### config.mk
export PLATFORM = sky130hd
export DESIGN_NAME = apb_master_arb
export DESIGN_NICKNAME = d
export VERILOG_FILES = /design/src/rtl/apb_pkg.sv /design/src/rtl/apb_rr_arb2.sv /design/src/rtl/apb_master_arb.sv
export SDC_FILE = /design/constraint.sdc
export NUM_CORES = 1
export LEC_CHECK = 0
export CAP_MARGIN = 20
export CORE_MARGIN = 2
export CORE_UTILIZATION = 36
export CTS_CLUSTER_DIAMETER = 60
export DETAILED_ROUTE_END_ITERATION = 16
export PLACE_DENSITY = 0.77
export SYNTH_ARGS = -nofsm -noshare
export SYNTH_HDL_FRONTEND = slang
export SYNTH_SLANG_ARGS = --single-unit
### constraint.sdc
create_clock -name PCLK -period 1.5 [get_ports PCLK]
set_clock_uncertainty 0.2 [all_clocks]
set_input_delay 0.225 -clock PCLK [delete_from_list [all_inputs] [get_ports PCLK]]
set_output_delay 0.225 -clock PCLK [all_outputs]
set_load 0.05 [all_outputs]
### src/rtl/apb_pkg.sv
`default_nettype none
// ============================================================================
// apb_pkg -- shared FSM encoding and defaults for the APB master arbiter
// Rev 1.0
// ============================================================================
package apb_pkg;

  localparam logic [2:0] STATE_IDLE   = 3'b001;
  localparam logic [2:0] STATE_SETUP  = 3'b010;
  localparam logic [2:0] STATE_ACCESS = 3'b100;

  typedef enum logic [2:0] {
    IDLE   = STATE_IDLE,
    SETUP  = STATE_SETUP,
    ACCESS = STATE_ACCESS
  } apb_state_e;

  localparam int         APB_TIMEOUT_DEFAULT = 16;
  localparam logic [2:0] APB_PPROT           = 3'b000;

endpackage
`default_nettype wire

### src/rtl/apb_rr_arb2.sv
`default_nettype none
// ============================================================================
// apb_rr_arb2 -- two-way round-robin arbiter, one-hot grant, priority moves on accept
// Rev 1.0
// ============================================================================
module apb_rr_arb2
  import apb_pkg::*;
(
  input  logic       clk,
  input  logic       rst_n,
  input  logic [1:0] req,
  input  logic       accept,
  output logic [1:0] grant
);

  // 1 means requester 1 was served most recently, so requester 0 wins a tie
  logic last_q, last_d;

  always_comb begin
    grant = 2'b00;
    case (req)
      2'b01:   grant = 2'b01;
      2'b10:   grant = 2'b10;
      2'b11:   grant = last_q ? 2'b01 : 2'b10;
      default: grant = 2'b00;
    endcase
  end

  always_comb begin
    last_d = last_q;
    if (accept && (grant != 2'b00)) begin
      last_d = grant[1];
    end
  end

  always_ff @(posedge clk or negedge rst_n) begin
    if (!rst_n) begin
      last_q <= 1'b1;
    end else begin
      last_q <= last_d;
    end
  end

endmodule
`default_nettype wire

### src/rtl/apb_master_arb.sv
`default_nettype none
// ============================================================================
// apb_master_arb -- two requesters arbitrated onto one APB master port with timeout
// Rev 1.0
// ============================================================================
module apb_master_arb
  import apb_pkg::*;
#(
  parameter int ADDR_WIDTH = 32,
  parameter int DATA_WIDTH = 8,
  parameter int TIMEOUT    = APB_TIMEOUT_DEFAULT
) (
  input  logic                    PCLK,
  input  logic                    PRESETn,
  input  logic [1:0]              req,
  input  logic [1:0]              req_write,
  input  logic [2*ADDR_WIDTH-1:0] req_addr,
  input  logic [2*DATA_WIDTH-1:0] req_wdata,
  output logic [1:0]              done,
  output logic [DATA_WIDTH-1:0]   rsp_rdata,
  output logic                    rsp_err,
  output logic [ADDR_WIDTH-1:0]   PADDR,
  output logic [2:0]              PPROT,
  output logic                    PNSE,
  output logic                    PSEL,
  output logic                    PENABLE,
  output logic                    PWRITE,
  output logic [DATA_WIDTH-1:0]   PWDATA,
  input  logic [DATA_WIDTH-1:0]   PRDATA,
  input  logic                    PREADY,
  input  logic                    PSLVERR
);

  localparam int              CNT_W    = (TIMEOUT > 1) ? $clog2(TIMEOUT) : 1;
  localparam logic [CNT_W-1:0] CNT_LAST = CNT_W'(TIMEOUT - 1);

  apb_state_e            state_q, state_d;
  logic                  sel_q, sel_d;
  logic                  write_q, write_d;
  logic [ADDR_WIDTH-1:0] addr_q, addr_d;
  logic [DATA_WIDTH-1:0] wdata_q, wdata_d;
  logic [DATA_WIDTH-1:0] rdata_q, rdata_d;
  logic [CNT_W-1:0]      cnt_q, cnt_d;
  logic [1:0]            done_q, done_d;
  logic                  err_q, err_d;
  logic [1:0]            arb_req;
  logic [1:0]            grant;

  // A requester still sees its done pulse this cycle and has not had a chance
  // to drop req yet, so it must not be re-granted on the same transfer.
  assign arb_req = req & ~done_q;

  apb_rr_arb2 u_arb (
    .clk    (PCLK),
    .rst_n  (PRESETn),
    .req    (arb_req),
    .accept (state_q == IDLE),
    .grant  (grant)
  );

  always_comb begin
    state_d = state_q;
    sel_d   = sel_q;
    write_d = write_q;
    addr_d  = addr_q;
    wdata_d = wdata_q;
    rdata_d = rdata_q;
    cnt_d   = cnt_q;
    done_d  = 2'b00;
    err_d   = err_q;
    case (state_q)
      IDLE: begin
        if (grant != 2'b00) begin
          state_d = SETUP;
          sel_d   = grant[1];
          write_d = req_write[grant[1]];
          addr_d  = grant[1] ? req_addr[2*ADDR_WIDTH-1:ADDR_WIDTH] : req_addr[ADDR_WIDTH-1:0];
          wdata_d = grant[1] ? req_wdata[2*DATA_WIDTH-1:DATA_WIDTH] : req_wdata[DATA_WIDTH-1:0];
        end
      end
      SETUP: begin
        state_d = ACCESS;
        cnt_d   = '0;
      end
      ACCESS: begin
        // cnt_q counts completed wait cycles; the last allowed one forces an error end
        if (PREADY || (cnt_q == CNT_LAST)) begin
          state_d = IDLE;
          done_d  = sel_q ? 2'b10 : 2'b01;
          err_d   = PREADY ? PSLVERR : 1'b1;
          if (PREADY && !write_q) begin
            rdata_d = PRDATA;
          end
        end else begin
          cnt_d = cnt_q + CNT_W'(1);
        end
      end
      default: state_d = IDLE;
    endcase
  end

  always_ff @(posedge PCLK or negedge PRESETn) begin
    if (!PRESETn) begin
      state_q <= IDLE;
      sel_q   <= 1'b0;
      write_q <= 1'b0;
      addr_q  <= '0;
      wdata_q <= '0;
      rdata_q <= '0;
      cnt_q   <= '0;
      done_q  <= 2'b00;
      err_q   <= 1'b0;
    end else begin
      state_q <= state_d;
      sel_q   <= sel_d;
      write_q <= write_d;
      addr_q  <= addr_d;
      wdata_q <= wdata_d;
      rdata_q <= rdata_d;
      cnt_q   <= cnt_d;
      done_q  <= done_d;
      err_q   <= err_d;
    end
  end

  assign PSEL      = (state_q == SETUP) || (state_q == ACCESS);
  assign PENABLE   = (state_q == ACCESS);
  assign PADDR     = addr_q;
  assign PWRITE    = write_q;
  assign PWDATA    = wdata_q;
  assign PPROT     = APB_PPROT;
  assign PNSE      = 1'b0;
  assign done      = done_q;
  assign rsp_rdata = rdata_q;
  assign rsp_err   = err_q;

endmodule
`default_nettype wire
==> results by group <==
Worst setup path
  – Nature of the critical path endpoint: primary output
  – Critical path type: reg2out
  – CP Launch Type: flop
  – Max stage delay cell, worst path: dfrtp_1
  – Top delay family on crit path: flip-flops
  – Slowest stage delay, CP: 0.42 ns
  – Worst EP required: 1.07 ns
  – Crit path max fanout: 3
  – CP arrival: 1.36 ns
  – Critical path buffers and inverters: 2
  – Crit-path cells: buf_6, xnor2_1, nor2_2, buf_12

Drt
  – Via count: 2,636
  – Drt initial violations: 72
  – Routed Antenna Nets: 0
  – Per-cell routed wire length: 16.5 um
  – Final wirelength: 9120 um
  – DR pass1 iterations: 4
  – Remaining DRCs: 0
  – Via-to-Cell Ratio: 4.78

Synth
  – Post-Synth XOR/XNOR Area: 0.298%
  – Synth Area in Compound Gates: 12.1%
  – Post-synth top flop: dfrtp_1
  – Count leader, synth: dfrtp_1
  – Adder-cell area share of the yosys netlist: 0.426%
  – Main combinational cell family by area after synthesis: multiplexers
  – Mapped Avg Cell Area: 11.4 um2
  – Simple-gate portion of the synthesized area: 10.0%
  – Top post-synthesis cells by area: dfrtp_1, mux2i_1, nand2_1, o21ai_1, o21ai_2
  – Cells after Synth: 257
  – Mapped Area: 0.00294 mm2
  – Mux cell area share after synthesis: 18.0%
  – Synthesis-stage register bit count: 61
  – Sequential area share after synthesis: 52.0%
  – Yosys top cell area share: 50.2%
  – FFs w/ async S/R, synth: 100%
  – Post-synth EDFFs: 0
  – Ys Warns: 0
  – Top cells by count, synth: dfrtp_1, nand2_1, mux2i_1
  – Yosys top cell by area: dfrtp_1
  – Synth cell types: 36

STA
  – Crit path time final: 1.78 ns
  – Max-slew violation count: 0
  – RSZ-0062 raised after global routing: yes
  – Period utilization: 119%
  – WHS: 0.234 ns
  – Max Clk Rate: 561 MHz
  – Fin. Hold Viols: 0
  – Setup violators final: 58
  – Final WS setup: -0.282 ns
  – Setup TNS: -10.82 ns

Place
  – Gp weighted congestion: 0.864
  – Placed Area: 0.00516 mm2
  – Buffers added on ports: 149
  – Worst slack, placed: -0.515 ns
  – Detail Placement HPWL: 5900 um
  – Placed Instances: 512

Die
  – Full die area: 0.00891 mm2
  – Die span in x: 94.4 um
  – I/O Pins: 154
  – Core Region: 0.00781 mm2
  – Die Y: 94.4 um
  – Effective utilization at floorplan: 37.7%
  – FP Rows: 32

Power
  – Leak pwr: 2.62 nW
  – VDD IR-drop max: 0.00118 V
  – Pwr per Cell Area: 2290 mW/mm2

Global routing
  – Total gr overflow: 0
  – First-pass GRT wire length: 13,900 um
  – Via count of the first global-routing pass: 2,759
  – Number of antenna violations at the first check in global routing: 0
  – Overall Global Routing Usage: 20.8%
  – Largest net degree at the start of global routing: 62

Job
  – Max-cap violations: 0

Final layout
  – Final Non-Filler Cells: 552
  – ANT cells: 0
  – Post-route cell area: 0.00599 mm2
  – P&R area growth vs syn: 104%
  – Share of cells above drive strength 1: 39.8%
  – Fillers: 510
  – Nets@finish: 542

Clock network
  – H-Tree Depth: 3
  – CTS tree: done
  – Sink Count: 61
  – Maximum root-to-sink buffer count: 2
  – Clock Latency Late Sink: 0.33 ns
  – Clock slew at reported path FFs: 0.07 ns
  – CTS root buf: clkbuf_8
  – Total CTS buffers: 9

Hold path
  – Worst hold path class: in2async

Run status
  – Status: complete, but fails checks
  – Violated checks: setup timing
==> power by group <==
part / total (W) / internal [W] / leakage (nW) / switching, W
logic: 0.00904 / 0.00462 / 1.77 / 0.00442
clock network: 0.00144 / 0.000808 / 0.0964 / 0.000632
registers: 0.00326 / 0.00243 / 0.753 / 0.000826
==> worst reg2reg max path, cell delays in order, from the launching register on <==
cell and delay, ns:
dfrtp_2 0.42, nor2b_4 0.14, a21boi_4 0.25, buf_6 0.16
buf_12 0.16, mux2i_1 0.23, o21ai_1 0.08
==> what timing repair did <==
action	4_1_cts	5_1_grt
pin swaps	3	11
cloned	7	0
hold buffers	1	0
setup endpoints to repair	57	63
setup buffers	12	7
resized for setup	35	42
hold endpoints to repair	61	0
==> routing by layer <==
metal	vias to the layer above	part of all wire [%]	global-route usage, %	wire (um)
li1	1261	-	-	-
met1	1264	40	24.8	3610
met2	101	52	35.4	4710
met3	10	7.4	5.91	671
met4	0	1.4	8.21	130
met5	-	0	0	0
==> stage by stage <==
stage                     util, %  total power [W]
after floorplan                 -          0.00712
after global placement       66.2           0.0109
after detailed placement     66.2           0.0110
after CTS                    74.0           0.0135
after global routing         76.8           0.0144
final                        76.8           0.0137
==> layout by cell type (no fill, tap or decap), drive strengths merged <==
master | synthesis | routed
a21oi | 5 | 5
nand2b | 1 | 1
clkinvlp | 0 | 1
bufinv | 0 | 1
nand2 | 47 | 47
nand3 | 1 | 1
nor2 | 5 | 5
nor3 | 5 | 5
dfstp | 2 | 2
o211ai | 1 | 1
buf | 16 | 98
mux2 | 10 | 10
dfrtp | 59 | 59
inv | 4 | 4
clkbuf | 3 | 12
clkdlybuf4s50 | 0 | 94
a31oi | 1 | 1
ha | 1 | 1
xnor2 | 1 | 1
clkinv | 0 | 2
nor2b | 2 | 2
a211oi | 1 | 1
nand4 | 1 | 1
o21a | 2 | 2
and2 | 1 | 1
mux2i | 41 | 41
dlygate4sd3 | 0 | 1
conb | 1 | 4
o21ai | 44 | 44
a21boi | 1 | 1
o22a | 1 | 1
==> flip-flops by register name, indices dropped and copies added, names as in the netlist <==
name          cells
rsp_rdata         8
sel_q             1
PADDR            32
u_arb.last_q      1
rsp_err           1
state_q           3
cnt_q             4
PWDATA            8
PWRITE            1
done              2
==> worst paths after layout <==
path	from	end	slack, ns	depth (start not counted)
max	state_q[1]$_DFFE_PN0P_	PSEL	-0.28	4
min	PRESETn	rsp_rdata[3]$_DFFE_PN0P_	0.23	3
max reg2reg	done[1]$_DFF_PN0_	PWDATA[1]$_DFFE_PN0P_	-0.26	6
min reg2reg	sel_q$_DFFE_PN0P_	done[0]$_DFF_PN0_	0.27	1
max in group asynchronous	PRESETn	state_q[0]$_DFFE_PN1P_	0.54	3
min in group PCLK	sel_q$_DFFE_PN0P_	done[0]$_DFF_PN0_	0.27	1
==> layout make-up <==
| class | instances | area (um2) | area share (%) |
|---|---|---|---|
| clock buffer | 12 | 145 | 2.42 |
| clock inverter | 4 | 47.5 | 0.793 |
| inverter | 4 | 17.5 | 0.292 |
| multi-input combinational | 176 | 1490 | 24.8 |
| sequential | 61 | 1530 | 25.6 |
| tap | 102 | 128 | 2.13 |
| timing repair buffer | 193 | 2640 | 44.0 |
==> cells by family after synthesis <==
| kind of cell | after synthesis |
|---|---|
| adder cells (fa/ha/maj) | 1 |
| flip-flops | 61 |
| XOR/XNOR | 1 |
| buffers and inverters | 23 |
| other | 1 |
| AND/OR/NAND/NOR | 63 |
| multiplexers | 51 |
| AO/OA/AOI/OAI | 56 |
Power figures use the tool's default switching activity.
